<file path="src/rtl/nco_cfg_arbiter_if.sv">
// Requester-side and NCO-side signal bundle for nco_cfg_arbiter.
// The arbiter connects through the slave modport; requesters/NCO model drive via master.
interface nco_cfg_arbiter_if #(
  parameter int unsigned NUM_REQ       = 4,
  parameter int unsigned FRE_MOD_WIDTH = 32,
  parameter int unsigned PHA_MOD_WIDTH = 32
);
  logic [NUM_REQ-1:0]               req;
  logic [2*NUM_REQ-1:0]             req_mode;
  logic [NUM_REQ*FRE_MOD_WIDTH-1:0] req_freq;
  logic [NUM_REQ*PHA_MOD_WIDTH-1:0] req_phase;
  logic [NUM_REQ-1:0]               req_ack;
  logic                             req_err;
  logic                             busy;
  logic [FRE_MOD_WIDTH-1:0]         cfg_freq;
  logic [PHA_MOD_WIDTH-1:0]         cfg_phase;
  logic [1:0]                       cfg_ctl;
  logic                             nco_done;
  logic [2:0]                       grant_id;

  modport master (
    output req, req_mode, req_freq, req_phase, nco_done,
    input  req_ack, req_err, busy, cfg_freq, cfg_phase, cfg_ctl, grant_id
  );

  modport slave (
    input  req, req_mode, req_freq, req_phase, nco_done,
    output req_ack, req_err, busy, cfg_freq, cfg_phase, cfg_ctl, grant_id
  );
endinterface

</file>
<file path="src/rtl/nco_cfg_arbiter.sv">
// Round-robin arbiter sharing one NCO configuration port among NUM_REQ requesters.
// Optional WAIT timeout enabled by defining NCO_CFG_TIMEOUT_EN.
module nco_cfg_arbiter #(
  parameter int unsigned NUM_REQ       = 4,
  parameter int unsigned FRE_MOD_WIDTH = 32,
  parameter int unsigned PHA_MOD_WIDTH = 32,
  parameter int unsigned TMO_WIDTH     = 12
) (
  input logic             CLK,
  input logic             nRST,
  nco_cfg_arbiter_if.slave bus
);

  if (NUM_REQ < 2 || NUM_REQ > 8) begin : g_bad_num_req
    $error("nco_cfg_arbiter: NUM_REQ must be 2..8");
  end
  if (TMO_WIDTH < 2) begin : g_bad_tmo_width
    $error("nco_cfg_arbiter: TMO_WIDTH must be at least 2");
  end

  typedef enum logic [2:0] {
    IDLE,
    LOAD,
    ISSUE,
    WAIT,
    ACK
  } state_t;

  state_t                   state_q;
  logic [2:0]               ptr_q;
  logic [2:0]               grant_q;
  logic [1:0]               mode_q;
  logic [1:0]               cfg_ctl_q;
  logic [FRE_MOD_WIDTH-1:0] freq_q;
  logic [PHA_MOD_WIDTH-1:0] phase_q;
  logic [NUM_REQ-1:0]       ack_q;
  logic                     err_q;
  logic                     busy_q;

`ifdef NCO_CFG_TIMEOUT_EN
  logic [TMO_WIDTH-1:0]     tmo_q;
  logic [TMO_WIDTH-1:0]     tmo_d;
  assign tmo_d = tmo_q + 1'b1;
`endif

  logic                     pick_vld;
  logic [2:0]               pick_id;
  logic [1:0]               sel_mode;
  logic [FRE_MOD_WIDTH-1:0] sel_freq;
  logic [PHA_MOD_WIDTH-1:0] sel_phase;
  logic [NUM_REQ-1:0]       grant_onehot;
  logic [2:0]               ptr_d;

  // First set request at or after the pointer, wrapping modulo NUM_REQ.
  always_comb begin
    pick_vld = 1'b0;
    pick_id  = '0;
    for (int unsigned i = 0; i < NUM_REQ; i++) begin
      if (!pick_vld && bus.req[(32'(ptr_q) + i) % NUM_REQ]) begin
        pick_vld = 1'b1;
        pick_id  = 3'((32'(ptr_q) + i) % NUM_REQ);
      end
    end
  end

  assign sel_mode     = bus.req_mode[2*grant_q +: 2];
  assign sel_freq     = bus.req_freq[grant_q*FRE_MOD_WIDTH +: FRE_MOD_WIDTH];
  assign sel_phase    = bus.req_phase[grant_q*PHA_MOD_WIDTH +: PHA_MOD_WIDTH];
  assign grant_onehot = {{(NUM_REQ-1){1'b0}}, 1'b1} << grant_q;
  assign ptr_d        = (grant_q == 3'(NUM_REQ-1)) ? '0 : grant_q + 3'd1;

  // The strobe is launched from the live slice so it coincides with ISSUE;
  // the illegal-mode decision is taken on the latched mode register in ISSUE.
  always_ff @(posedge CLK or negedge nRST) begin
    if (!nRST) begin
      state_q   <= IDLE;
      ptr_q     <= '0;
      grant_q   <= '0;
      mode_q    <= '0;
      cfg_ctl_q <= '0;
      freq_q    <= '0;
      phase_q   <= '0;
      ack_q     <= '0;
      err_q     <= 1'b0;
      busy_q    <= 1'b0;
`ifdef NCO_CFG_TIMEOUT_EN
      tmo_q     <= '0;
`endif
    end else begin
      case (state_q)
        IDLE: begin
          if (pick_vld) begin
            grant_q <= pick_id;
            busy_q  <= 1'b1;
            state_q <= LOAD;
          end
        end
        LOAD: begin
          freq_q    <= sel_freq;
          phase_q   <= sel_phase;
          mode_q    <= sel_mode;
          cfg_ctl_q <= sel_mode;
          state_q   <= ISSUE;
        end
        ISSUE: begin
          cfg_ctl_q <= '0;
`ifdef NCO_CFG_TIMEOUT_EN
          tmo_q     <= '0;
`endif
          if (mode_q == 2'b00) begin
            ack_q   <= grant_onehot;
            err_q   <= 1'b1;
            state_q <= ACK;
          end else begin
            state_q <= WAIT;
          end
        end
        WAIT: begin
          cfg_ctl_q <= '0;
          if (bus.nco_done) begin
            ack_q   <= grant_onehot;
            err_q   <= 1'b0;
            state_q <= ACK;
          end
`ifdef NCO_CFG_TIMEOUT_EN
          else if (&tmo_d) begin
            ack_q   <= grant_onehot;
            err_q   <= 1'b1;
            state_q <= ACK;
          end else begin
            tmo_q   <= tmo_d;
          end
`endif
        end
        ACK: begin
          ack_q   <= '0;
          err_q   <= 1'b0;
          busy_q  <= 1'b0;
          ptr_q   <= ptr_d;
          state_q <= IDLE;
        end
        default: state_q <= IDLE;
      endcase
    end
  end

  assign bus.req_ack   = ack_q;
  assign bus.req_err   = err_q;
  assign bus.busy      = busy_q;
  assign bus.cfg_freq  = freq_q;
  assign bus.cfg_phase = phase_q;
  assign bus.cfg_ctl   = cfg_ctl_q;
  assign bus.grant_id  = grant_q;

endmodule

</file>
<file path="src/flat_wrapper.sv">
// flat-port wrapper written by rule: the top's interface ports become plain ports
module nco_cfg_arbiter_flat 
#(
  parameter int unsigned NUM_REQ       = 4,
  parameter int unsigned FRE_MOD_WIDTH = 32,
  parameter int unsigned PHA_MOD_WIDTH = 32,
  parameter int unsigned TMO_WIDTH     = 12
)
  (CLK, nRST, bus_req, bus_req_mode, bus_req_freq, bus_req_phase, bus_nco_done, bus_req_ack, bus_req_err, bus_busy, bus_cfg_freq, bus_cfg_phase, bus_cfg_ctl, bus_grant_id);
  nco_cfg_arbiter_if #(.NUM_REQ(NUM_REQ), .FRE_MOD_WIDTH(FRE_MOD_WIDTH), .PHA_MOD_WIDTH(PHA_MOD_WIDTH)) bus_i ();
  input logic CLK;
  input logic nRST;
  input wire logic [$bits(bus_i.req)-1:0] bus_req;
  input wire logic [$bits(bus_i.req_mode)-1:0] bus_req_mode;
  input wire logic [$bits(bus_i.req_freq)-1:0] bus_req_freq;
  input wire logic [$bits(bus_i.req_phase)-1:0] bus_req_phase;
  input wire logic [$bits(bus_i.nco_done)-1:0] bus_nco_done;
  output wire logic [$bits(bus_i.req_ack)-1:0] bus_req_ack;
  output wire logic [$bits(bus_i.req_err)-1:0] bus_req_err;
  output wire logic [$bits(bus_i.busy)-1:0] bus_busy;
  output wire logic [$bits(bus_i.cfg_freq)-1:0] bus_cfg_freq;
  output wire logic [$bits(bus_i.cfg_phase)-1:0] bus_cfg_phase;
  output wire logic [$bits(bus_i.cfg_ctl)-1:0] bus_cfg_ctl;
  output wire logic [$bits(bus_i.grant_id)-1:0] bus_grant_id;
  assign bus_i.req = bus_req;
  assign bus_i.req_mode = bus_req_mode;
  assign bus_i.req_freq = bus_req_freq;
  assign bus_i.req_phase = bus_req_phase;
  assign bus_i.nco_done = bus_nco_done;
  assign bus_req_ack = bus_i.req_ack;
  assign bus_req_err = bus_i.req_err;
  assign bus_busy = bus_i.busy;
  assign bus_cfg_freq = bus_i.cfg_freq;
  assign bus_cfg_phase = bus_i.cfg_phase;
  assign bus_cfg_ctl = bus_i.cfg_ctl;
  assign bus_grant_id = bus_i.grant_id;
  nco_cfg_arbiter #(.NUM_REQ(NUM_REQ), .FRE_MOD_WIDTH(FRE_MOD_WIDTH), .PHA_MOD_WIDTH(PHA_MOD_WIDTH), .TMO_WIDTH(TMO_WIDTH)) u_core (.CLK(CLK), .nRST(nRST), .bus(bus_i));
endmodule
</file>
<file path="config.mk">
export PLATFORM = sky130hd
export DESIGN_NAME = nco_cfg_arbiter_flat
export DESIGN_NICKNAME = d
export VERILOG_FILES = /design/src/rtl/nco_cfg_arbiter_if.sv /design/src/rtl/nco_cfg_arbiter.sv /design/src/flat_wrapper.sv
export SDC_FILE = /design/constraint.sdc
export NUM_CORES = 1
export LEC_CHECK = 0
export ABC_AREA = 1
export CORE_AREA = 2 2 134 136
export CTS_BUF_LIST = sky130_fd_sc_hd__clkbuf_16
export CTS_CLUSTER_SIZE = 10
export DETAILED_ROUTE_END_ITERATION = 8
export DIE_AREA = 0 0 136 138
export PLACE_DENSITY_LB_ADDON = 0.3
export SLEW_MARGIN = 20
export SYNTH_ARGS = -nofsm -noshare
export SYNTH_HDL_FRONTEND = slang
export SYNTH_SLANG_ARGS = --single-unit
export TNS_END_PERCENT = 20
</file>
<file path="constraint.sdc">
create_clock -name CLK -period 1.65 [get_ports CLK]
set_input_delay 0.33 -clock CLK [delete_from_list [all_inputs] [get_ports CLK]]
set_output_delay 0.33 -clock CLK [all_outputs]
set_load 0.01 [all_outputs]
</file>
# After elaboration in Yosys (flattened, before gate mapping)
# Cells that the tools add are included.
[totals]
ff_bits = 82
inputBits = 271
elab_cells = 76
[classes]
n_addsub = 4
magnitude_cmp = 4
n_eq_ne = 8
shifts = 4
n_mux = 30
n_reduce_logical = 16
[ops]
columns = ["cell", "n"]
rows = [
  ["128-bit by 9-bit indexed part select with 32-bit output", 2],
  ["3-bit two-way mux", 6],
  ["2-bit by 3-bit < comparator with 1-bit output (second input constant)", 4],
  ["3-bit one-hot mux with 4 select lines", 1],
  ["4-bit one-hot mux with 3 select lines", 1],
  ["1-bit two-way mux", 11],
  ["3-bit by 2-bit equality test with 1-bit output (second input constant)", 3],
  ["1-bit binary-select mux with 2-bit select", 4],
  ["4-bit two-way mux", 2],
  ["8-bit by 5-bit indexed part select with 2-bit output", 1],
  ["2-bit AND reduction", 3],
  ["2-bit by 1-bit adder with 2-bit output (second input constant)", 2],
  ["2-bit adder (second input constant)", 2],
  ["2-bit two-way mux", 2],
  ["2-bit by 1-bit != test with 1-bit output (second input constant)", 2],
  ["2-bit one-hot mux with 2 select lines", 1],
  ["2-bit nonzero test", 2],
  ["1-bit by 3-bit << shifter with 4-bit output (first input constant)", 1],
  ["3-bit by 1-bit equality test with 1-bit output (second input constant)", 1],
  ["3-bit equality test (second input constant)", 1],
  ["1-bit logical AND", 3],
  ["1-bit logical NOT", 3],
  ["3-bit logical NOT", 1],
  ["1-bit one-hot mux with 3 select lines", 1],
  ["6 further kinds", 6],
]

# Depth between registers and ports, before layout
[logic_depth]
ltp_word = 14
depth_mapped = 12

# Worst setup path after synthesis
# No wires, ideal clock.
[synth_timing]
kind = "reg2reg"
startpoint = "register u_core.grant_q[0] (netlist: u_core.bus.grant_id[0])"
endpoint = "register u_core.ptr_q[1]"
setup_ns = 0.128
t_arrival_ns = 1.408
path_slack_ns = 0.115
stages_incl_launch_ff = 8
n_path_buf = 3
synth_period_minus_slack_ns = 1.535
path_cell_list = "dfrtp_1 -> buf_2 -> inv_1 -> buf_4 -> buf_4 -> ha_1 -> nand2_1 -> o21ai_0"
[synth_between]
elab_chain_cells = 2
elab_cells_between_ends = 3
cone_classes = "add/sub (1); eq/ne (1); mux (1)"
[synth_lines]
columns = ["element", "line_no", "source"]
rows = [
  ["start: declaration", "nco_cfg_arbiter.sv:31", "logic [2:0] grant_q;"],
  ["start signal: assignment", "nco_cfg_arbiter.sv:93", "grant_q <= pick_id;"],
  ["2-bit by 1-bit adder with 2-bit output / 3-bit by 2-bit equality test with 1-bit output (equally long branches)", "nco_cfg_arbiter.sv:70", "assign ptr_d = (grant_q == 3'(NUM_REQ-1)) ? '0 : grant_q + 3'd1;"],
  ["2-bit two-way mux (*)", "nco_cfg_arbiter.sv:70", ""],
  ["named net u_core.ptr_d[1]", "nco_cfg_arbiter.sv:52", "logic [2:0] ptr_d;"],
  ["end signal: assignment", "nco_cfg_arbiter.sv:139", "ptr_q <= ptr_d;"],
  ["end: declaration", "nco_cfg_arbiter.sv:30", "logic [2:0] ptr_q;"],
]
# The timed path passes the listed nets; every way through them passes the cells marked *.
# A chain may end at the register's enable or synchronous reset.

# Worst setup path in the final report
[layout_timing]
startpoint = "register u_core.busy_q (netlist: u_core.bus.busy)"
endpoint = "output port bus_busy"
[layout_lines]
columns = ["element", "line_no", "source"]
rows = [
  ["start: declaration", "nco_cfg_arbiter.sv:38", "logic busy_q;"],
  ["start signal: assignment", "nco_cfg_arbiter.sv:85", "busy_q <= 1'b0;"],
  ["start signal: assignment", "nco_cfg_arbiter.sv:94", "busy_q <= 1'b1;"],
  ["start signal: assignment", "nco_cfg_arbiter.sv:138", "busy_q <= 1'b0;"],
  ["end: declaration", "flat_wrapper.sv:20", "output wire logic [$bits(bus_i.busy)-1:0] bus_busy;"],
]
# No word-level cell between the ends.

==> impl_summary.log <==
INFO  metric antenna_left = 0
INFO  metric arrival = 1280 ps
INFO  metric final_cell_count_no_fill = 1,357
INFO  metric maxSlewViolCount = 0
INFO  metric routing_usage_on_met3 = just under 6%
INFO  metric cell_family_contributing_the_most_delay_on_the_critical_path = buffers and inverters
INFO  metric yosys-top-cells-area = dfrtp_1 (39%), nand2_1 (18%), o21ai_0 (13%)
INFO  metric detail_route.drc_violations = 0
INFO  metric post-route-min-period = 1610 ps
INFO  metric synth-seq-area-share = 38.5%
INFO  metric worst_path_largest_cell_delay = between 500 and 600 ps
INFO  metric path_class = reg -> out
INFO  metric ys_seq_elements = 81
INFO  metric worst_min_path_class = in -> async
INFO  metric synth.top_cell.area_share = 38.5%
INFO  metric yosys_warnings = 0
INFO  metric dp_hpwl = 15,500 um
INFO  metric timing.critical_path.slowest_stage_cell = clkdlybuf4s50_1
INFO  metric layout.core_utilization = 53.8%
INFO  metric grt_antenna_before_repair = 0
INFO  metric p_total = 0.0154 W
INFO  metric cts_tree = yes
INFO  metric worstPathCellList = clkdlybuf4s50_1
INFO  metric outcome = completed
INFO  metric synthDominantAreaCellType = dfrtp_1
INFO  metric grt_util_met2 = ~38%
INFO  metric syn-instance-count = 800
INFO  metric timing.critical_path.from_type = flop
INFO  metric final.hold.worst_slack = around 9.7 ps
INFO  metric worst_setup_startpoint = u_core.bus.busy
INFO  metric floorplan.rows = 49
INFO  metric fill_cells = 1,676
INFO  metric post_route_clock_skew = 5.22 ps
INFO  metric first_global_vias = about 6,200
INFO  metric clock_root_buffer_master = clkbuf_16
INFO  metric via_count = 6,575
INFO  metric ios = 346
INFO  metric worst_setup_path_end_kind = primary output
INFO  metric maxCapViolations = 0
INFO  metric vdd.ir_drop.worst = 882 uV
INFO  metric source_of_the_worst_register_to_register_timing_path = u_core.bus.grant_id[0]
INFO  metric first_pass_iters = 5
INFO  metric cp_required = 1320 ps
INFO  metric gp_congestion = between 0.8 and 0.9
INFO  metric globalRouteMet1Util = around a quarter
INFO  metric synth_cell_type_count = 27
INFO  metric grt_setup_unrepaired = true
INFO  metric clock_path_buffers = 2
INFO  metric height_of_the_die = 138 um
INFO  metric final_nets = ~1,400
INFO  metric area_growth = 79.4%
INFO  metric wire_length_of_the_first_global_routing_pass = 31,700 um
INFO  metric synthesis.area_per_instance = 6.57 sq um
INFO  metric initial_core_util = 30.0%
INFO  metric place_ws = -72.3 ps
INFO  metric grt.overflow.total = 0
INFO  metric cts.clk_slew.worst_paths = around 60 ps
INFO  metric synth.net_count = 1,075
INFO  metric io_buffers = 344
INFO  metric route.detailed.wl_per_inst = 15.3 um
INFO  metric htree_levels = 3
INFO  metric final_critical_path_setup_slack = 41.0 ps
INFO  metric setup-violations-final = 0
INFO  metric dp_cells = 1,338
INFO  metric power.density_cell_area = 1630 nW/um^2
INFO  metric layout_worst_path_cycle_share = 97.5%
INFO  metric fp.dieW = around 140 um
INFO  metric drive_above_1_share = under 10%
INFO  metric detail_route.iter0.violations = ~410
INFO  metric globalRoute.busiestLayer = met2
INFO  metric largest_net_degree_at_the_start_of_global_routing = 82
INFO  metric critical_path.max_fanout = 2
INFO  metric cts.hold.buffers_added = 0
INFO  metric drt_wl_total = 20,800 um
INFO  metric floorplan.die_area = 18,800 sq um
INFO  metric clock_sink_count = 81
INFO  metric leakage = ~4.2 nW
INFO  metric worst-path-buf-inv = 1
INFO  metric grt_use_total = 21.3%
INFO  metric fp.coreArea = between 15,000 and 20,000 sq um
INFO  metric timing.final.hold_violations = 0
INFO  metric clkLatencyLatePin = 340 ps
INFO  metric numCtsBuffers = 9
INFO  metric synthesis.area = 5260 sq um
INFO  metric routed_via_density = 4.85
INFO  metric fmax = ~620 MHz
INFO  metric antennaDiodeCount = 0
==> worst paths after layout <==
kind                                       endpoint  slack, ps  cells past startpoint
min reg2reg                 u_core.bus.cfg_phase[2]        470                      2
min in group CLK            u_core.bus.cfg_phase[2]        470                      2
max in group asynchronous    u_core.bus.grant_id[0]       1260                      2
min                        u_core.bus.cfg_phase[12]         10                      2
max reg2reg                         u_core.ptr_q[1]         80                      6
max                                        bus_busy         40                      1
==> routing by layer <==
layer / share of wire (%) / vias to the layer above / wire, um
met5: 0 / - / 0
met2: 49 / 280 / 10100
met1: 40 / 2986 / 8260
met3: 9.5 / 29 / 1970
met4: 2.1 / 0 / 435
li1: - / 3280 / -
==> sequential cells by signal, indices dropped and copies added (netlist names) <==
signal / flops
u_core.bus.grant_id: 2
u_core.bus.req_err: 1
u_core.state_q: 3
u_core.bus.cfg_ctl: 2
u_core.bus.req_ack: 4
u_core.bus.cfg_freq: 32
u_core.bus.cfg_phase: 32
u_core.bus.busy: 1
u_core.ptr_q: 2
u_core.mode_q: 2
==> report_power, final <==
group / switching (W) / internal (W)
logic: 0.00519 / 0.00434
registers: 0.000584 / 0.00299
clock network: 0.000811 / 0.00147
total: 0.00659 / 0.00880
==> area by class of cell <==
class,instances,area (sq um),area share (%)
inverter,25,98.8,1.05
clock inverter,7,110,1.17
tap,229,287,3.04
sequential,81,2030,21.5
multi-input combinational,634,2850,30.2
clock buffer,9,225,2.39
timing repair buffer,372,3830,40.6
==> cells in the final DEF (no fill, tap or decap), types with 2 or more instances in the layout <==
| master | instances |
|---|---|
| clkdlybuf4s50_1 | 336 |
| nand2_1 | 246 |
| nor2_1 | 140 |
| o21ai_0 | 137 |
| dfrtp_1 | 78 |
| o22ai_1 | 66 |
| inv_1 | 20 |
| buf_4 | 15 |
| nand3_1 | 13 |
| buf_12 | 12 |
| clkbuf_16 | 10 |
| o21ai_1 | 9 |
| nand2_2 | 8 |
| inv_2 | 5 |
| ha_1 | 4 |
| dlymetal6s2s_1 | 4 |
| bufinv_16 | 3 |
| dlygate4sd2_1 | 3 |
| nand4_1 | 2 |
| dfrtp_2 | 2 |
==> cells by family after synthesis <==
| kind of cell | after synthesis | synth area share [%] |
|---|---|---|
| AOI/OAI and AO/OA | 216 | 22.4 |
| adders and majority gates | 4 | 0.952 |
| buffers and inverters | 85 | 7.33 |
| DFF | 81 | 38.5 |
| other | 1 | 0.0713 |
| and+or+nand+nor | 413 | 30.7 |
==> synthesized netlist by cell type (all sizes together) <==
master and instances:
ha 4, o22ai 66, nor3 2, nand4 2
o21ai 146, conb 1, a21boi 1, o31ai 1
buf 28, nand2 254, nor2 141, inv 25
nand3 14, clkbuf 32, dfrtp 81, a21oi 2
==> stage by stage <==
stage               instance area [sq um]  setup TNS (ps)
CTS                                  9390               0
global placement                     9050           -79.3
finish                               9440               0
global route                         9440           -2.95
floorplan                            5260               0
detailed placement                   9050            -161
==> repair_timing <==
item | CTS | global route
setup buffers | 2 | 0
pin swaps | 0 | 0
resized for setup | 3 | 9
cloned | 0 | 1
setup endpoints to repair | 4 | 18
Power figures use the tool's default switching activity.
